[config.mk]
export PLATFORM = sky130hd
export DESIGN_NAME = block_serializer_64x12bit_flat
export DESIGN_NICKNAME = d
export VERILOG_FILES = /design/src/rtl/block_serializer_64x12bit_if.sv /design/src/rtl/block_serializer_64x12bit.sv /design/src/flat_wrapper.sv
export SDC_FILE = /design/constraint.sdc
export NUM_CORES = 1
export LEC_CHECK = 0
export BUFFER_PORTS_ARGS = -buffer_cell sky130_fd_sc_hd__buf_4
export CAP_MARGIN = 20
export CORE_AREA = 2 2 390 392
export DETAILED_ROUTE_END_ITERATION = 12
export DIE_AREA = 0 0 392 394
export PLACE_DENSITY = 0.56
export SLEW_MARGIN = 10
export SYNTH_ARGS = -nofsm -noshare
export SYNTH_HDL_FRONTEND = slang
export SYNTH_SLANG_ARGS = --single-unit
[constraint.sdc]
create_clock -name clock -period 52.9 [get_ports clock]
set_input_delay 2.645 -clock clock [delete_from_list [all_inputs] [get_ports clock]]
set_output_delay 2.645 -clock clock [all_outputs]
set_load 0.05 [all_outputs]
[src/rtl/block_serializer_64x12bit_if.sv]
`default_nettype none
// +------------------------------------------------------------------------+
// | block_serializer_64x12bit_if                                           |
// | Block-in / element-out stream bundle for the 64x12 block serializer.   |
// | Revision: 1.0                                                          |
// +------------------------------------------------------------------------+
interface block_serializer_64x12bit_if #(
  parameter int DATA_WIDTH = 12,
  parameter int DEPTH      = 64
);
  logic                          in_valid;
  logic                          in_ready;
  logic [DEPTH*DATA_WIDTH-1:0]   block_768bits;
  logic                          out_valid;
  logic                          out_ready;
  logic [DATA_WIDTH-1:0]         out_data;
  logic [5:0]                    out_index;
  logic                          out_last;

  modport master (
    output in_valid, block_768bits, out_ready,
    input  in_ready, out_valid, out_data, out_index, out_last
  );

  modport slave (
    input  in_valid, block_768bits, out_ready,
    output in_ready, out_valid, out_data, out_index, out_last
  );
endinterface
`default_nettype wire

[src/rtl/block_serializer_64x12bit.sv]
`default_nettype none
// +------------------------------------------------------------------------+
// | block_serializer_64x12bit                                              |
// | Ping-pong 8x8 block reader: 768-bit parallel in, 12-bit serial out in  |
// | raster order, or JPEG zigzag order when ZIGZAG_ORDER_EN is defined.    |
// | Revision: 1.0                                                          |
// +------------------------------------------------------------------------+
module block_serializer_64x12bit #(
  parameter int DATA_WIDTH = 12,
  parameter int DEPTH      = 64
) (
  input  logic                         clock,
  input  logic                         reset,
  block_serializer_64x12bit_if.slave   bus
);

  localparam logic [5:0] c_LAST = 6'd63;

  logic [DATA_WIDTH-1:0] r_bank [0:1][0:DEPTH-1];
  logic                  r_wp;
  logic                  r_rp;
  logic [1:0]            r_cnt;
  logic [5:0]            r_n;
  logic                  r_in_ready;

  logic                  w_accept;
  logic                  w_pop;
  logic                  w_final_pop;
  logic [1:0]            w_cnt_next;
  logic [5:0]            w_addr;

  assign w_accept    = bus.in_valid && r_in_ready;
  assign w_pop       = (r_cnt != 2'd0) && bus.out_ready;
  assign w_final_pop = w_pop && (r_n == c_LAST);

  always_comb begin
    w_cnt_next = r_cnt + {1'b0, w_accept} - {1'b0, w_final_pop};
  end

  // Bank under wp is always free when in_ready is high, including the
  // accept-with-final-pop case, so no extra steering is needed.
  always_ff @(posedge clock) begin
    if (reset) begin
      r_wp       <= 1'b0;
      r_rp       <= 1'b0;
      r_cnt      <= 2'd0;
      r_n        <= 6'd0;
      r_in_ready <= 1'b0;
    end else begin
      if (w_accept)    r_wp <= ~r_wp;
      if (w_final_pop) r_rp <= ~r_rp;
      if (w_pop)       r_n  <= r_n + 6'd1;
      r_cnt      <= w_cnt_next;
      r_in_ready <= (w_cnt_next < 2'd2);
    end
  end

  always_ff @(posedge clock) begin
    if (w_accept) begin
      for (int k = 0; k < DEPTH; k++) begin
        r_bank[r_wp][k] <= bus.block_768bits[(DEPTH-1-k)*DATA_WIDTH +: DATA_WIDTH];
      end
    end
  end

`ifdef ZIGZAG_ORDER_EN
  // Entry n sits at bits [(63-n)*6 +: 6]; entry 0 is the MSB field.
  localparam logic [383:0] c_ZZ_ROM = {
    6'd0,  6'd1,  6'd8,  6'd16, 6'd9,  6'd2,  6'd3,  6'd10,
    6'd17, 6'd24, 6'd32, 6'd25, 6'd18, 6'd11, 6'd4,  6'd5,
    6'd12, 6'd19, 6'd26, 6'd33, 6'd40, 6'd48, 6'd41, 6'd34,
    6'd27, 6'd20, 6'd13, 6'd6,  6'd7,  6'd14, 6'd21, 6'd28,
    6'd35, 6'd42, 6'd49, 6'd56, 6'd57, 6'd50, 6'd43, 6'd36,
    6'd29, 6'd22, 6'd15, 6'd23, 6'd30, 6'd37, 6'd44, 6'd51,
    6'd58, 6'd59, 6'd52, 6'd45, 6'd38, 6'd31, 6'd39, 6'd46,
    6'd53, 6'd60, 6'd61, 6'd54, 6'd47, 6'd55, 6'd62, 6'd63
  };
  logic [8:0] w_rom_lsb;
  assign w_rom_lsb = {3'b000, c_LAST - r_n} * 9'd6;
  assign w_addr    = c_ZZ_ROM[w_rom_lsb +: 6];
`else
  assign w_addr = r_n;
`endif

  assign bus.in_ready  = r_in_ready;
  assign bus.out_valid = (r_cnt != 2'd0);
  assign bus.out_data  = r_bank[r_rp][w_addr];
  assign bus.out_index = r_n;
  assign bus.out_last  = (r_cnt != 2'd0) && (r_n == c_LAST);

endmodule
`default_nettype wire
[src/flat_wrapper.sv]
// flat-port wrapper written by rule: the top's interface ports become plain ports
module block_serializer_64x12bit_flat 
#(
  parameter int DATA_WIDTH = 12,
  parameter int DEPTH      = 64
)
  (clock, reset, bus_in_valid, bus_block_768bits, bus_out_ready, bus_in_ready, bus_out_valid, bus_out_data, bus_out_index, bus_out_last);
  block_serializer_64x12bit_if #(.DATA_WIDTH(DATA_WIDTH), .DEPTH(DEPTH)) bus_i ();
  input  logic clock;
  input  logic reset;
  input wire logic [$bits(bus_i.in_valid)-1:0] bus_in_valid;
  input wire logic [$bits(bus_i.block_768bits)-1:0] bus_block_768bits;
  input wire logic [$bits(bus_i.out_ready)-1:0] bus_out_ready;
  output wire logic [$bits(bus_i.in_ready)-1:0] bus_in_ready;
  output wire logic [$bits(bus_i.out_valid)-1:0] bus_out_valid;
  output wire logic [$bits(bus_i.out_data)-1:0] bus_out_data;
  output wire logic [$bits(bus_i.out_index)-1:0] bus_out_index;
  output wire logic [$bits(bus_i.out_last)-1:0] bus_out_last;
  assign bus_i.in_valid = bus_in_valid;
  assign bus_i.block_768bits = bus_block_768bits;
  assign bus_i.out_ready = bus_out_ready;
  assign bus_in_ready = bus_i.in_ready;
  assign bus_out_valid = bus_i.out_valid;
  assign bus_out_data = bus_i.out_data;
  assign bus_out_index = bus_i.out_index;
  assign bus_out_last = bus_i.out_last;
  block_serializer_64x12bit #(.DATA_WIDTH(DATA_WIDTH), .DEPTH(DEPTH)) u_core (.clock(clock), .reset(reset), .bus(bus_i));
endmodule
==> results of run 1 <==
kinds of logic (layout without fill, tap and decap cells):
family                   count (synthesis)  in the layout  synth area share [%]
flip-flops                            1548           1548                 77.62
multiplexers                           519            519                 15.83
AO/OA/AOI/OAI                          274            274                 3.222
buffers and inverters                  153           1160                 2.078
AND/OR/NAND/NOR                        126            126                 1.072
XOR/XNOR                                 8              8                0.1173
adder cells (fa/ha/maj)                  3              3               0.06285
other                                    0             26                     0
final cells by class:
type                            count  area share [%]
Tap cell                         2030           3.485
Clock buffer                      221           6.100
Multi-Input combinational cell    930           16.79
Timing Repair Buffer              855           8.965
Sequential cell                  1548           63.64
Clock inverter                     80          0.9065
Inverter                            4         0.02060
Antenna cell                       26         0.08927
Yosys cell counts (all sizes together) (2+ instances only):
cell,number
a31oi,13
o32a,2
mux4,328
xnor2,4
xor2,4
edfxtp,1536
inv,4
ha,3
a22o,10
o22ai,3
and2b,3
a311oi,6
o211ai,11
nor2,23
o21ai,31
a221o,2
mux2,24
nor3,3
clkbuf,50
nand3,16
a221oi,22
a21o,2
a22oi,75
buf,97
a211oi,7
a21oi,67
a32oi,3
and3,2
or2,3
nand2b,23
a2111oi,8
mux2i,167
nand3b,2
nand4,2
or3,2
dfxtp,12
o211a,4
nand2,31
nor2b,12
and2,2
o221ai,3
power by group through the flow:
stage	clock network [mW]	logic [mW]	registers, mW
5_1_grt	1.17	0.166	1.42
4_1_cts	1.12	0.157	1.42
3_5_place_dp	0	0.157	1.44
3_3_place_gp	0	0.155	1.44
6_report	1.10	0.155	1.42
2_1_floorplan	0	0.0665	1.50
worst min path at each step:
stage	start	end	slack (ps)	depth (start not counted)
final	u_core.r_rp	u_core.r_rp	540	2
after CTS	u_core.r_rp	u_core.r_rp	540	2
after floorplan	u_core.r_rp	register	480	2
after global routing	u_core.r_rp	u_core.r_rp	610	2
after global placement	u_core.r_rp	u_core.r_rp	500	2
after detailed placement	u_core.r_rp	u_core.r_rp	520	2
per-layer routing:
layer	part of all wire (%)	vias to the layer above	wire, um	track usage (%)
li1	-	13040	-	-
met1	38	15820	67780	27.73
met2	51	978	90780	38.52
met3	7.7	283	13590	6.828
met4	2.3	72	4144	6.889
met5	0.26	-	460	0
stage by stage:
| step | instance area, um^2 | hold WS (ps) | util (%) | power, mW | worst slack [ps] |
|---|---|---|---|---|---|
| final | 72880 | 535.8 | 48.38 | 2.669 | 43900 |
| after floorplan | 59730 | 481.3 | - | 1.564 | 16450 |
| after global routing | 72870 | 612.6 | 48.37 | 2.753 | 43550 |
| after CTS | 72760 | 540.7 | 48.30 | 2.693 | 43810 |
| after detailed placement | 67650 | 523.3 | 44.91 | 1.599 | 44700 |
| after global placement | 67650 | 499.4 | 44.91 | 1.596 | 44650 |
critical path, delay by kind of cell, from the launching register on:
| kind | cells | cell delay (ps) |
|---|---|---|
| flops | 1 | 650 |
| mux | 1 | 430 |
| compound gates | 5 | 1240 |
| buf+inv | 5 | 2880 |
flip-flops by register name, indices dropped and copies added (netlist names), named ones only:
signal / cells
u_core.bus.in_ready: 1
u_core.r_cnt: 2
u_core.r_bank: 1536
u_core.bus.out_index: 6
u_core.r_wp: 1
u_core.r_rp: 1
==> results.toml, run 1 <==
[run_status]
status = "finished clean"

[worst_setup_path]
crit_path_cell_trace = "buf_4, buf_4, buf_12, buf_12, mux2_2, o22ai_1, a21oi_1, a22o_1, a21oi_1, a21oi_1, buf_4"
cp.required_ps = 50260
r2r_slack_ps = 48550
critical_path_arrival_ps = 6350
critical_path_class = "register to output pin"
r2r-start = "u_core.bus.in_ready"
cp_slowest_cell = "buf_4"
r2r_end = "u_core.r_bank[0][167]"
crit_fanout = 104
endpoint = "bus_out_data[11]"
rr_worst_depth = 6
cp-start-kind = "register"
slowest_delay_ps = 690
cp-end-kind = "output pin"

[power_and_ir_drop]
switching_share_pct = 21.40
power_density_nw_per_um2 = 36.62
power_frac_comb_pct = 5.8
p_int_mw = 2.098
seqPwrFrac_pct = 53.1
pwr-share-clk_pct = 41.1
cellLeakagePower_nw = 23.81
ir_worst_vdd_mv = 0.02600
p_sw_uw = 571.2

[yosys]
yosys_warnings = 0
ys_seq_area_share_pct = 77.62
async_flop_share_pct = 0
synth.distinct_cells = 63
yosys.area.top_type_share_pct = 77.22
netlist.top_cell.by_area = "edfxtp_1"
synth_ff_type = "edfxtp_1"
synth_area_leaders = "edfxtp_1, mux4_2, mux2i_1"
ys_ff_latch = 1548
synth_edf_count = 1536
netlist_area_um2 = 59730
synthCells = 2631
synth_nets = 3406
syn_avg_cell_area_um2 = 22.70

[sta]
fmax_ghz = 0.1112
finClkSkew_ps = 19.15
fin_crit_sh_pct = 17.01
fin_crit_ps = 8997
finalSetupTns_ps = 0
finalSetupViolCount = 0
finalHoldViolations = 0
worst_pin_slew_ps = 1219
rsz0062_at_grt = "false"
max_slew_margin_pct = 18.27
maxSlewViolCount = 0

[route]
wl_um = 176700
drt_iter0_drc = 2481
wire_per_inst_um = 31.04
drc = 0
viasPerCell = 5.301
final_antenna_net_count = 0
dr.pass1.iters = 5
vias = 30180

[cells_and_area]
synthToLayoutAreaGrowth_pct = 22.02
multi_input_area_um2 = 12240
final_cells = 5694
layout_common_cells = "edfxtp_1, buf_4, mux4_2"
ff_latch_area_um2 = 46380
fillers = 12610
final_common_cell = "edfxtp_1"
final_nets = 4280
drive_gt1_share_pct = 39.17

[place]
dpl.cell_count = 5365
gp_congestion = 0.7786
detailedPlacementHpwl_um = 121700
port-buffer-count = 792

[clock_network]
cts_tree = "built"
postCtsHoldBufs = 0
htree_levels = 4
cts_buffers = 166
worstSkewPairLatency_ps = 800
max-clock-path-buffers = 3
clk_pin_slew_ps = 60
clock_sinks = 1548
post_cts_resized = 0
cts-root-buf = "clkbuf_16"
cts_setup_buffers = 0

[global_routing]
grt_max_degree = 149
grt_pass1_vias = 31690
grt_pass1_wl_um = 241600
antenna_found_initial = 74
grt.overflow.total = 0
track_usage_pct = 22.66

[die]
core_um2 = 150700
die_y_um = 394
core.rowCount = 143
ioPinCount = 793
fp.dieW_um = 392
die_area_um2 = 154400
start_util_pct = 39.65

[flow_run]
cap_violations = 0

[min_path]
holdCritPathClass = "register to register"
Note: power is estimated with default switching activity, not from simulation.
==> run 2: changes to the inputs <==
- PLACE_DENSITY: 0.56 -> 0.58
- clock period: 52.9 -> 7.7 ns (I/O delays scaled with it)
==> run 2 against run 1 <==
Effect of this change:
- clock skew is 14 ps higher
- routed wire length is 2.6% higher
- combinational power grew to 9.5 times the previous value
- global-route usage is 0.53 points higher
- critical path depth is 3 lower
- count of clock-buffer cells in the layout is 13 lower
- non-clock buffer count is 769 higher
- die area stayed put
==> results.toml, run 2 (synthesis gave the netlist of run 1 again) <==
[worst_setup_path]
critPathTopFamily = "buffers and inverters"
critical_path_arrival_ps = 4860
crit_fanout = 61
r2r_slack_ps = 4830
critical_path_class = "register to output pin"
cp-end-kind = "output pin"
rr_worst_depth = 3
cp_num_buf_inv = 3
slowest_delay_ps = 810
r2r_end = "u_core.r_bank[1][322]"
cp.required_ps = 7320
cp_slowest_cell = "dfxtp_4"
r2r-start = "u_core.r_wp"
cp-start-kind = "register"
crit_path_cell_trace = "buf_12, buf_12, mux4_2, mux2i_1, o211ai_1, a21oi_1, a21oi_1, buf_4"

[route]
viasPerCell = 5.173
routed.top_layer = "met5"
wl_um = 181300
drt_iter0_drc = 3027
final_antenna_net_count = 0
wl_met1_um = 70860
drc = 0
wire_per_inst_um = 27.90
route.met3.wl_um = 13190
dr.pass1.iters = 5
vias = 33610
wl_met2_um = 91960

[clock_network]
worstSkewPairLatency_ps = 790
clk_pin_slew_ps = 60
htree_levels = 4
cts_setup_buffers = 0
cts_tree = "built"
cts-root-buf = "clkbuf_16"
post_cts_resized = 0
clock_sinks = 1548
postCtsHoldBufs = 771
max-clock-path-buffers = 3
cts_buffers = 165

[sta]
worst_pin_slew_ps = 1173
rsz0062_at_grt = "false"
maxSlewViolCount = 0
fin_crit_ps = 5243
fin_crit_sh_pct = 68.09
finalSetupViolCount = 0
fmax_ghz = 0.1907
max_slew_margin_pct = 21.81
finalHoldViolations = 0
finClkSkew_ps = 33.30

[flow_run]
cap_violations = 0

[min_path]
hold_end = "u_core.r_bank[1][64]"
holdCritPathClass = "input port to register"
hold_path_startpoint = "bus_block_768bits[64]"
holdPathStages = 2

[die]
fp.dieW_um = 392
start_util_pct = 39.65
die_area_um2 = 154400
ioPinCount = 793
die_y_um = 394
core_um2 = 150700
core.rowCount = 143

[cells_and_area]
largest_register_ff_count = 1536
largest_register = "u_core.r_bank"
stdcell_area_um2 = 80820
synthToLayoutAreaGrowth_pct = 35.31
layout_common_cells = "edfxtp_1, buf_4, dlygate4sd3_1"
final_common_cell = "edfxtp_1"
drive_gt1_share_pct = 32.57
final_cells = 6497
final_nets = 5048

[power_and_ir_drop]
cellLeakagePower_nw = 27.09
p_int_mw = 14.66
power_mw = 18.81
seqPwrFrac_pct = 51.7
p_sw_mw = 4.148
pwr-share-clk_pct = 40.5
power_density_nw_per_um2 = 232.8
power_frac_comb_pct = 7.8
ir_worst_vdd_mv = 0.1953
switching_share_pct = 22.05

[place]
detailedPlacementHpwl_um = 122300
gp_congestion = 0.7779
dpl_cell_area_um2 = 67770
port-buffer-count = 792
dpl.cell_count = 5365

[global_routing]
grt.overflow.total = 0
grt_pass1_vias = 35790
grt_max_degree = 173
grt_pass1_wl_um = 252500
track_usage_pct = 23.19
antenna_found_initial = 84

[run_status]
status = "finished clean"
-- run 2: area by class of cell --
type | instances | area, um^2
fillers | 11870 | 69830
inverters | 4 | 15.01
diodes | 61 | 152.6
well taps | 2030 | 2540
clock buffers | 208 | 4333
flip-flops and latches | 1548 | 46380
multi-input cells | 930 | 12230
repair buffers | 1624 | 14320
clock inverters | 92 | 847.1
-- run 2: worst max-delay path by stage --
stage,to,slack (ps),cells after the start
2_1_floorplan,u_core.r_bank[0][0],-4570,2
3_3_place_gp,bus_out_data[2],3220,8
3_5_place_dp,bus_out_data[2],3270,8
4_1_cts,bus_out_data[2],2370,8
5_1_grt,bus_out_data[11],2150,8
6_report,bus_out_data[11],2460,8
-- run 2: through the flow --
| step | setup slack [ps] | setup TNS (ps) | util, % | hold slack (ps) |
|---|---|---|---|---|
| after CTS | 2374 | 0 | 53.55 | 230.3 |
| after detailed placement | 3267 | 0 | 44.99 | 507.2 |
| final | 2457 | 0 | 53.65 | 301.6 |
| after global routing | 2150 | 0 | 53.63 | 258.4 |
| after floorplan | -4570 | -5384370 | - | 456.6 |
| after global placement | 3220 | 0 | 44.98 | 501.2 |
-- run 2: worst reg2reg max path: cells and delay by family, from the launching register on --
family | cells | cell delay (ps)
buffers and inverters | 2 | 1330
AND/OR/NAND/NOR | 1 | 690
flip-flops | 1 | 420
-- run 2: power by group through the flow --
stage / sequential [mW] / combinational [mW] / clock (mW)
6_report: 9.72 / 1.47 / 7.61
5_1_grt: 9.74 / 1.56 / 8.09
4_1_cts: 9.72 / 1.49 / 7.75
3_5_place_dp: 9.90 / 1.11 / 0
3_3_place_gp: 9.89 / 1.10 / 0
2_1_floorplan: 10.0 / 0.458 / 0
-- run 2: routing by layer --
metal	global-route usage, %	vias up
met4	7.898	52
met5	0	-
li1	-	14610
met1	29.27	17380
met3	5.954	283
met2	38.83	1279
